<file path="config.mk">
export PLATFORM = sky130hd
export DESIGN_NAME = dds_phase_accum
export DESIGN_NICKNAME = d
export VERILOG_FILES = /design/src/rtl/dds_phase_accum.sv
export SDC_FILE = /design/constraint.sdc
export NUM_CORES = 1
export LEC_CHECK = 0
export CAP_MARGIN = 0
export CORE_MARGIN = 3
export CORE_UTILIZATION = 25
export CTS_CLUSTER_SIZE = 20
export DETAILED_ROUTE_END_ITERATION = 16
export PLACE_DENSITY = 0.44
export SETUP_SLACK_MARGIN = 0.4
export SLEW_MARGIN = 20
export SYNTH_ARGS = -nofsm -noshare
export SYNTH_HDL_FRONTEND = slang
export SYNTH_SLANG_ARGS = --single-unit
</file>
<file path="constraint.sdc">
create_clock -name clk -period 3.4 [get_ports clk]
set_clock_uncertainty 0.2 [all_clocks]
set_input_delay 1.02 -clock clk [delete_from_list [all_inputs] [get_ports clk]]
set_output_delay 1.02 -clock clk [all_outputs]
set_load 0.1 [all_outputs]
</file>
<file path="src/rtl/dds_phase_accum.sv">
// Phase accumulator feeding the sine ROM. Tuning words arrive as framed bytes
// from the UART receiver and are committed atomically once the frame completes.
module dds_phase_accum #(
   parameter int               ACC_W       = 24,
   parameter int               ADDR_W      = 10,
   parameter logic [ACC_W-1:0] FTW_DEFAULT = 24'h004000,
   parameter int               TIMEOUT_CYC = 100000
) (
   input  logic              clk,
   input  logic              rst_n,
   input  logic [7:0]        rx_data,
   input  logic              rx_valid,
   input  logic              enable,
   output logic [ADDR_W-1:0] address,
   output logic [ACC_W-1:0]  ftw,
   output logic              ftw_update,
   output logic              frame_busy
);

   localparam int NBYTES = ACC_W / 8;
   localparam int CNT_W  = (NBYTES > 1) ? $clog2(NBYTES) : 1;
   localparam int TMO_W  = (TIMEOUT_CYC > 1) ? $clog2(TIMEOUT_CYC) : 1;

   localparam logic [CNT_W-1:0] LAST_BYTE = CNT_W'(NBYTES - 1);
   localparam logic [TMO_W-1:0] TMO_LAST  = TMO_W'(TIMEOUT_CYC - 1);

   localparam logic [7:0] CMD_LOAD  = 8'hA5;
   localparam logic [7:0] CMD_PHASE = 8'h5A;

   typedef enum logic {
      IDLE,
      LOAD
   } state_t;

   state_t           state;
   state_t           state_next;
   logic [CNT_W-1:0] byte_cnt;
   logic [CNT_W-1:0] byte_cnt_next;
   logic [TMO_W-1:0] tmo_cnt;
   logic [TMO_W-1:0] tmo_next;
   logic [ACC_W-1:0] shadow;
   logic [ACC_W-1:0] shadow_next;
   logic [ACC_W-1:0] acc;
   logic             commit;
   logic             phase_clr;

   // Frame decoder: command bytes only mean something in IDLE, payload bytes are raw data.
   always_comb begin
      state_next    = state;
      byte_cnt_next = byte_cnt;
      tmo_next      = tmo_cnt;
      shadow_next   = shadow;
      commit        = 1'b0;
      phase_clr     = 1'b0;

      case (state)
         IDLE: begin
            tmo_next = '0;
            if (rx_valid) begin
               if (rx_data == CMD_LOAD) begin
                  state_next    = LOAD;
                  byte_cnt_next = '0;
               end else if (rx_data == CMD_PHASE) begin
                  phase_clr = 1'b1;
               end
            end
         end

         LOAD: begin
            if (rx_valid) begin
               shadow_next = {shadow[ACC_W-9:0], rx_data};
               tmo_next    = '0;
               if (byte_cnt == LAST_BYTE) begin
                  commit        = 1'b1;
                  state_next    = IDLE;
                  byte_cnt_next = '0;
               end else begin
                  byte_cnt_next = byte_cnt + CNT_W'(1);
               end
            end else if (tmo_cnt == TMO_LAST) begin
               // A byte in the expiry cycle is handled above, so it wins over the timeout.
               state_next    = IDLE;
               byte_cnt_next = '0;
               tmo_next      = '0;
               shadow_next   = '0;
            end else begin
               tmo_next = tmo_cnt + TMO_W'(1);
            end
         end

         default: begin
            state_next    = IDLE;
            byte_cnt_next = '0;
            tmo_next      = '0;
         end
      endcase
   end

   // The accumulator reads the old ftw at the commit edge; the new word takes effect one edge later.
   always_ff @(posedge clk) begin
      if (!rst_n) begin
         state      <= IDLE;
         byte_cnt   <= '0;
         tmo_cnt    <= '0;
         shadow     <= '0;
         acc        <= '0;
         ftw        <= FTW_DEFAULT;
         ftw_update <= 1'b0;
      end else begin
         state      <= state_next;
         byte_cnt   <= byte_cnt_next;
         tmo_cnt    <= tmo_next;
         shadow     <= shadow_next;
         ftw_update <= commit;
         if (commit) begin
            ftw <= shadow_next;
         end
         if (phase_clr) begin
            acc <= '0;
         end else if (enable) begin
            acc <= acc + ftw;
         end
      end
   end

   assign address    = acc[ACC_W-1 -: ADDR_W];
   assign frame_busy = (state == LOAD);

endmodule
</file>
Yosys cells after proc, flatten, opt, wreduce, memory -nomap -nowiden
Index checks and enable logic that the tools add are counted.
- flip-flop bits (word level): 93
- input bits: 12
- logic and storage cells: 46
- add/sub/neg operators: 3
- eq/ne operators: 7
- multiplexer cells: 25
- bitwise operators: 2
- reductions and logical operators: 2
- operators with widths (operator ; number):
    24-bit two-way mux ; 3
    17-bit two-way mux ; 2
    17-bit case mux with 2 select lines ; 1
    24-bit adder ; 1
    17-bit by 1-bit adder with 17-bit output, second input constant ; 1
    17-bit == test, second input constant ; 1
    1-bit two-way mux ; 12
    2-bit two-way mux ; 5
    8-bit by 7-bit == test with 1-bit output, second input constant ; 1
    8-bit == test, second input constant ; 1
    2-bit inequality test, second input constant ; 2
    2-bit case mux with 2 select lines ; 1
    3-bit by 2-bit inequality test with 1-bit output, second input constant ; 1
    3-bit AND reduction ; 1
    2-bit by 1-bit adder with 2-bit output, second input constant ; 1
    2-bit == test, second input constant ; 1
    1-bit NOT ; 2
    1-bit case mux with 2 select lines ; 1
    2-bit OR reduction ; 1

Depth between registers and ports, before layout
Gate-level depths: netlist (run 1).
- word-level depth: 6
- depth in mapped cells: 9

Worst setup path after synthesis (run 1)
OpenSTA, ideal clock, no wires.
- path kind: register to register
- from: register ftw[0]
- to: register acc[18]
- setup time: 0.117 ns
- arrival time: 2.785 ns
- required time: 3.083 ns
- slack: 0.298 ns
- stages on the path, launching flop included: 9
- buffers on the path: 0
- period minus slack after synthesis: 3.102 ns
- path through: dfxtp_1 > ha_1 > fa_1 > a21o_2 > a311oi_2 > or3_4 > a21oi_1 > or3_1 > a32o_1
- word-level cells in the longest chain between the ends: 1
- RTL lines (element ; line ; source):
    start, declared ; 15 ; output logic [ACC_W-1:0] ftw,
    start signal, assigned ; 116 ; ftw <= shadow_next;
    24-bit adder ; 121 ; acc <= acc + ftw;
    end signal, assigned ; 121 ;
    end, declared ; 43 ; logic [ACC_W-1:0] acc;
Every way passes these cells.
A chain may end at the register's enable or synchronous reset.

Worst setup path after layout (run 1)
- from: register ftw[0]
- to: register acc[20]
The elaborated chain is that of the path after synthesis.

==> results of run 1 <==
[cell type report]
| cell class | count | area, um^2 |
|---|---|---|
| fill | 1853 | 12100 |
| multi-input combinational | 434 | 2650 |
| sequential | 85 | 1710 |
| timing repair buffer | 64 | 510 |
| tap | 225 | 282 |
| clock buffer | 9 | 225 |
| clock inverter | 7 | 66.3 |
| inverter | 7 | 26.3 |
[metrics by stage]
step	instance area, um^2	setup WS [ns]	utilization [%]
after floorplan	4590	0.410	-
after global placement	5160	0.0379	29.3
after detailed placement	5160	0.0156	29.3
after CTS	5450	0.402	31.0
after global routing	5470	0.446	31.1
final	5470	0.512	31.1
[worst reg2reg max path: cells and delay by family (launching register included)]
kind / cells / cell delay (ns)
flip-flops: 1 / 0.34
AO/OA/AOI/OAI: 4 / 0.98
AND/OR/NAND/NOR: 2 / 0.60
adder cells (fa/ha/maj): 2 / 0.67
[power breakdown]
part,switching (mW),leakage [nW],total (mW),internal (mW)
Sequential,0.00279,0.687,1.00,0.998
Combinational,0.0697,1.27,0.107,0.0370
Clock,0.453,0.142,0.966,0.513
Total,0.525,2.10,2.07,1.55
[placed cells by master (no fill, tap or decap), types with 4 or more instances in the layout]
master,Yosys,final
clkbuf_16,0,9
clkdlybuf4s50_1,0,10
a21o_1,5,5
mux2i_1,9,9
a211oi_1,4,4
xor2_1,7,7
inv_1,5,5
or3_1,6,6
and3_1,7,7
nand4_1,10,10
o21ai_0,22,22
nand2_1,90,90
o22ai_1,6,6
nand2b_1,5,5
nor4_1,4,4
dfxtp_1,85,81
a21oi_1,57,57
o211ai_1,5,5
a31oi_1,5,5
dfxtp_2,0,4
nand3_1,19,19
a22oi_1,18,18
nor2_1,56,56
ha_1,24,24
xnor2_1,14,14
o21a_1,5,5
nor3_1,7,7
buf_4,11,53
[flip-flops by register name, summed over array words and instances (netlist names)]
signal,cells
frame_busy,1
shadow,16
tmo_cnt,17
byte_cnt,2
acc,24
ftw,24
ftw_update,1
[what timing repair did]
item	4_1_cts	5_1_grt
setup endpoints to repair	0	9
resized for setup	0	4
hold buffers	0	0
[per-layer routing]
layer / GRT usage [%] / up-vias
met5: 0 / -
met4: 4.09 / 0
met3: 2.90 / 16
met2: 22.0 / 96
met1: 17.2 / 2011
li1: - / 2097
[final timing paths]
kind,to,slack (ns),cells after the start
worst max-delay path,acc[20],0.51,8
worst min-delay path,ftw[21],0.25,2
worst max register to register,acc[20],0.51,8
worst min register to register,ftw[21],0.25,2
[cell families (layout without fill, tap and decap cells)]
kind of cell               count (synthesis)  after routing
and+or+nand+nor                          227            227
xor gates and xnor gates                  21             21
buffers and inverters                     50             87
adders and majority gates                 25             25
AOI/OAI and AO/OA                        152            152
muxes                                      9              9
DFF                                       85             85
==> reports/metrics.csv, run 1 <==
stage,metric,value,unit
detailed_routing,via_per_inst,5.08,
logic_synthesis,postSynthNetCount,606,
sta,worst_pin_slew,0.518,ns
worst_setup_path,startpoint,ftw[0],
sta,hold_ws,0.251,ns
logic_synthesis,syn_area,0.00458,mm^2
cells_and_area,diodes,0,
logic_synthesis,syn_avg_cell_area,8.06,um^2
run_status,outcome,"finished, final reports clean",
detailed_routing,wl_met3,550,um
power,power_density,379,mW/mm^2
worst_setup_path,cp-end-kind,flop,
cts,clk_pin_slew,0.07,ns
logic_synthesis,async_flop_share,0,%
detailed_routing,wl,13300,um
grt,gr-total-overflow,0,
logic_synthesis,synthFlopType,dfxtp_1,
cells_and_area,final_nets,638,
detailed_routing,wl_per_cell,16.0,um
detailed_routing,first_pass_iters,5,
placement,globalplace.congestion,0.873,
logic_synthesis,synth_fa_ha_area_share,6.99,%
worst_setup_path,required,3.44,ns
floorplan,die_w,141,um
placement,dp.cells,815,
cts,clk_latency,0.35,ns
logic_synthesis,synth-seq-cells,85,
cts,cts_buffers,9,
job,cap_viol_max_count,0,
logic_synthesis,synthMostInstantiatedCell,nand2_1,
logic_synthesis,synthMuxAreaShare,1.97,%
placement,post-dp-hpwl,10000,um
floorplan,start_util,26.1,%
worst_setup_path,path_class,flop to flop,
sta,slew-limit-headroom,65.4,%
cts,clkSinkCount,85,
sta,drv_slew,0,
power,leakage,2.10,nW
logic_synthesis,synth_cell_type_count,65,
placement,port_buffers,47,
logic_synthesis,ys_top_cells_by_count,"nand2_1, dfxtp_1, a21oi_1",
worst_setup_path,slowest_delay,0.43,ns
detailed_routing,wl_met1,6230,um
logic_synthesis,synth_top_area_share,37.1,%
detailed_routing,top_layer,met4,
sta,setup-violations-final,0,
logic_synthesis,ys_warn_count,0,
worst_setup_path,path_delay_family,compound AO/OA/AOI/OAI gates,
logic_synthesis,synth_enable_flop_cells,0,
cts,cts_setup_buffers,0,
logic_synthesis,synth-simple-area-share,23.2,%
power,ir_drop,0.270,mV
grt,grt_pass1_wl,21300,um
logic_synthesis,syn_inst,569,
logic_synthesis,synth_xor_area_share,4.01,%
cts,cts_tree,yes,
floorplan,rows,48,
floorplan,core,0.0176,mm^2
power,total_power,2.07,mW
worst_setup_path,cp_max_fo,4,
worst_setup_path,critical_path_buf_inv_count,0,
logic_synthesis,ys_seq_area_share,37.1,%
grt,antenna_found_initial,0,
worst_setup_path,critical_path.slowest_cell,fa_1,
cts,clock_path_buffers,2,
detailed_routing,drt_iter0_markers,297,
hold_path,hold_class,flop to flop,
cells_and_area,final_layout_size_suffix_gt1_share,14.4,%
logic_synthesis,synth_compound_area_share,21.3,%
floorplan,io_pins,48,
cts,cts_root_buffer,clkbuf_16,
worst_setup_path,cp.arrival,2.92,ns
detailed_routing,met2_wirelength,6340,um
worst_setup_path,cp-start-kind,flop,
logic_synthesis,synth_top_family_by_area,simple AND/OR/NAND/NOR gates,
floorplan,die_h,141,um
cells_and_area,layout.cells.non_filler,831,
hold_path,hp-start,shadow[13],
sta,rsz0062_at_grt,no,
cells_and_area,syn_to_final_growth,19.3,%
cts,cts_max_level,3,
grt,grt_use_total,13.2,%
logic_synthesis,synth_top_cells_by_area,"dfxtp_1, nand2_1, ha_1",
detailed_routing,antenna_left,0,
detailed_routing,vias,4220,
worst_setup_path,crit_chain,ha_1 -> fa_1 -> a21o_2 -> a311oi_2 -> or3_4 -> a211oi_1 -> or3_1 -> a32o_1,
logic_synthesis,synth_top_area_cell,dfxtp_1,
grt,grt_max_degree,45,
grt,grt_pass1_vias,4071,
sta,fmax,346,MHz
sta,fin_setup_tns,0,ns
detailed_routing,drc_errors,0,
sta,fin_crit,2.89,ns
sta,period_share,85.0,%
floorplan,dieArea,0.0200,mm^2
worst_setup_path,reg2reg_from,ftw[0],
sta,final-hold-violation-count,0,
Power figures use the tool's default switching activity.
==> inputs of run 2 (changes only) <==
--- a/config.mk
+++ b/config.mk
@@ -10,7 +10,7 @@
 export CORE_UTILIZATION = 25
 export CTS_CLUSTER_SIZE = 20
 export DETAILED_ROUTE_END_ITERATION = 16
-export PLACE_DENSITY = 0.44
+export PLACE_DENSITY = 0.45
 export SETUP_SLACK_MARGIN = 0.4
 export SLEW_MARGIN = 20
 export SYNTH_ARGS = -nofsm -noshare
==> constraint.sdc (replaced) <==
create_clock -name clk -period 2.4 [get_ports clk]
set_clock_uncertainty 0.2 [all_clocks]
set_input_delay 0.72 -clock clk [delete_from_list [all_inputs] [get_ports clk]]
set_output_delay 0.72 -clock clk [all_outputs]
set_load 0.1 [all_outputs]
==> run 2 against run 1 <==
- largest cell class unchanged
- setup slack got worse by 0.72 ns
- the flow now finishes with violations (negative setup slack)
- critical endpoint is now acc[12]
- critical path depth rose by 2
- die area did not move
- critical path type unchanged
- clock-buffer cell count did not move
- sequential cell count did not move
- utilization rose by 9.5 points
- power rose by 41%
- fmax rose by 11%
- clock power rose by 38%
- non-clock buffer count rose by 76
- via count rose by 6.1%
- cell area rose by 31%
==> reports/metrics.csv, run 2 (synthesis gave the netlist of run 1 again) <==
stage,metric,value,unit
run_status,outcome,"complete, but fails checks",
run_status,violations,negative setup slack,
cells_and_area,final_layout_size_suffix_gt1_share,38.1,%
worst_setup_path,path_class,flop to flop,
grt,antenna_found_initial,0,
worst_setup_path,endpoint,acc[12],
cells_and_area,layout_commonest_cell,nand2_1,
sta,drv_slew,0,
detailed_routing,drt_iter0_markers,331,
cells_and_area,regArea,0.00179,mm^2
sta,fmax,383,MHz
sta,hold_ws,0.255,ns
worst_setup_path,r2r_cells,10,
detailed_routing,wl_per_cell,15.8,um
worst_setup_path,r2r-end,acc[12],
worst_setup_path,reg2reg_from,ftw[0],
power,clkPwrFrac,45.5,%
grt,grt_pass1_wl,23300,um
placement,port_buffers,47,
cts,holdBufCountCts,0,
hold_path,hold_class,flop to flop,
cts,clock_path_buffers,2,
worst_setup_path,rrSetupSlack,-0.21,ns
grt,grt_pass1_vias,4522,
floorplan,die_w,141,um
grt,grt_max_degree,26,
floorplan,rows,48,
detailed_routing,vias,4478,
worst_setup_path,startpoint,ftw[0],
floorplan,dieArea,0.0200,mm^2
detailed_routing,via_per_inst,4.94,
sta,rsz0062_at_grt,yes,
cells_and_area,final_nets,714,
sta,period_share,109,%
sta,fin_crit,2.61,ns
job,cap_viol_max_count,0,
cells_and_area,reg.largest.list,"acc x24, ftw x24, tmo_cnt x17",
floorplan,die_h,141,um
cells_and_area,num-fill-cells,1758,
floorplan,io_pins,48,
sta,fin_ws,-0.211,ns
floorplan,core,0.0176,mm^2
worst_setup_path,cp.arrival,2.65,ns
worst_setup_path,cp_max_fo,3,
cts,clk_latency,0.35,ns
cells_and_area,diodes,0,
detailed_routing,wl,14400,um
cts,cts_root_buffer,clkbuf_16,
detailed_routing,first_pass_iters,4,
power,power_switching,0.740,mW
cts,cts_max_level,3,
power,power_density,409,mW/mm^2
cells_and_area,multi_input_area,0.00318,mm^2
detailed_routing,drc_errors,0,
power,p_seq_share,47.8,%
worst_setup_path,cp-end-kind,flop,
worst_setup_path,required,2.44,ns
placement,post-dp-hpwl,10700,um
sta,final-hold-violation-count,0,
power,p_comb_share,6.7,%
sta,setup-violations-final,9,
cts,cts_tree,yes,
worst_setup_path,cp-start-kind,flop,
floorplan,start_util,26.1,%
sta,fin_setup_tns,-1.38,ns
cts,clkSinkCount,85,
detailed_routing,antenna_left,0,
grt,grt_use_total,14.5,%
power,ir_drop,0.360,mV
cells_and_area,syn_to_final_growth,55.7,%
grt,gr-total-overflow,0,
power,total_power,2.92,mW
power,switching_share,25.3,%
power,leakage,2.64,nW
sta,worst_pin_slew,0.476,ns
cts,cts_buffers,9,
sta,slew-limit-headroom,68.0,%
power,internal_power,2.18,mW
placement,globalplace.congestion,0.872,
cells_and_area,final_cell_mix,"nand2_1, buf_4, dfxtp_1",
cts,clk_pin_slew,0.07,ns
## run 2: cell types whose count changed in the layout (fill, tap and decap cells not counted), moves of 14 or more
cell	before	now
a21oi_1	57	41
dfxtp_4	0	20
dfxtp_1	81	55
buf_12	0	38
ha_1	24	8
ha_4	0	14
buf_4	53	78
## run 2: area by class of cell
cell class	count	area share (%)
Tap cell	225	3.94
Sequential cell	85	25.1
Inverter	7	0.368
Multi-Input combinational cell	434	44.5
Clock inverter	7	0.683
Clock buffer	9	3.15
Timing Repair Buffer	140	22.3
## run 2: critical path, cell delays in order, from the launching register on
cell and delay (ns):
dfxtp_4 0.36, ha_4 0.16, fa_2 0.38, a21o_4 0.23, buf_4 0.13, buf_6 0.11, a311o_1 0.32, and3_4 0.17
nor2_4 0.12, o21ai_2 0.07, a211o_1 0.24
## run 2: power groups by stage
stage          clock network, mW  logic [mW]  registers [mW]
2_1_floorplan                  0      0.0924            1.43
3_3_place_gp                   0       0.184            1.43
3_5_place_dp                   0       0.185            1.43
4_1_cts                     1.37       0.194            1.40
5_1_grt                     1.43       0.208            1.40
6_report                    1.33       0.196            1.40
## run 2: routing by layer
layer / track usage, % / wire [um] / vias to the layer above
li1: - / - / 2259
met1: 18.5 / 6540 / 2131
met2: 24.5 / 7070 / 75
met3: 3.64 / 564 / 13
met4: 3.54 / 187 / 0
met5: 0 / 0 / -
## run 2: what timing repair did
| action | CTS | global route |
|---|---|---|
| pin swaps | 33 | 15 |
| buffers inserted | 15 | 4 |
| setup endpoints to repair | 54 | 36 |
| resized for setup | 107 | 16 |
## run 2: worst min-delay path by stage
stage	from	end	cells past startpoint
2_1_floorplan	shadow[8]	ftw[16]	2
3_3_place_gp	shadow[9]	ftw[17]	2
3_5_place_dp	shadow[14]	ftw[22]	2
4_1_cts	tmo_cnt[0]	tmo_cnt[0]	1
5_1_grt	shadow[8]	ftw[16]	2
6_report	shadow[9]	ftw[17]	2
## run 2: through the flow
| step | std cells | setup slack, ns | utilization, % | cell area (um^2) |
|---|---|---|---|---|
| finish | 907 | -0.211 | 40.6 | 7140 |
| detailed placement | 872 | -0.682 | 35.5 | 6240 |
| floorplan | 569 | -0.162 | - | 4780 |
| global route | 907 | -0.282 | 40.6 | 7140 |
| global placement | 872 | -0.636 | 35.5 | 6240 |
| CTS | 903 | -0.220 | 40.0 | 7030 |
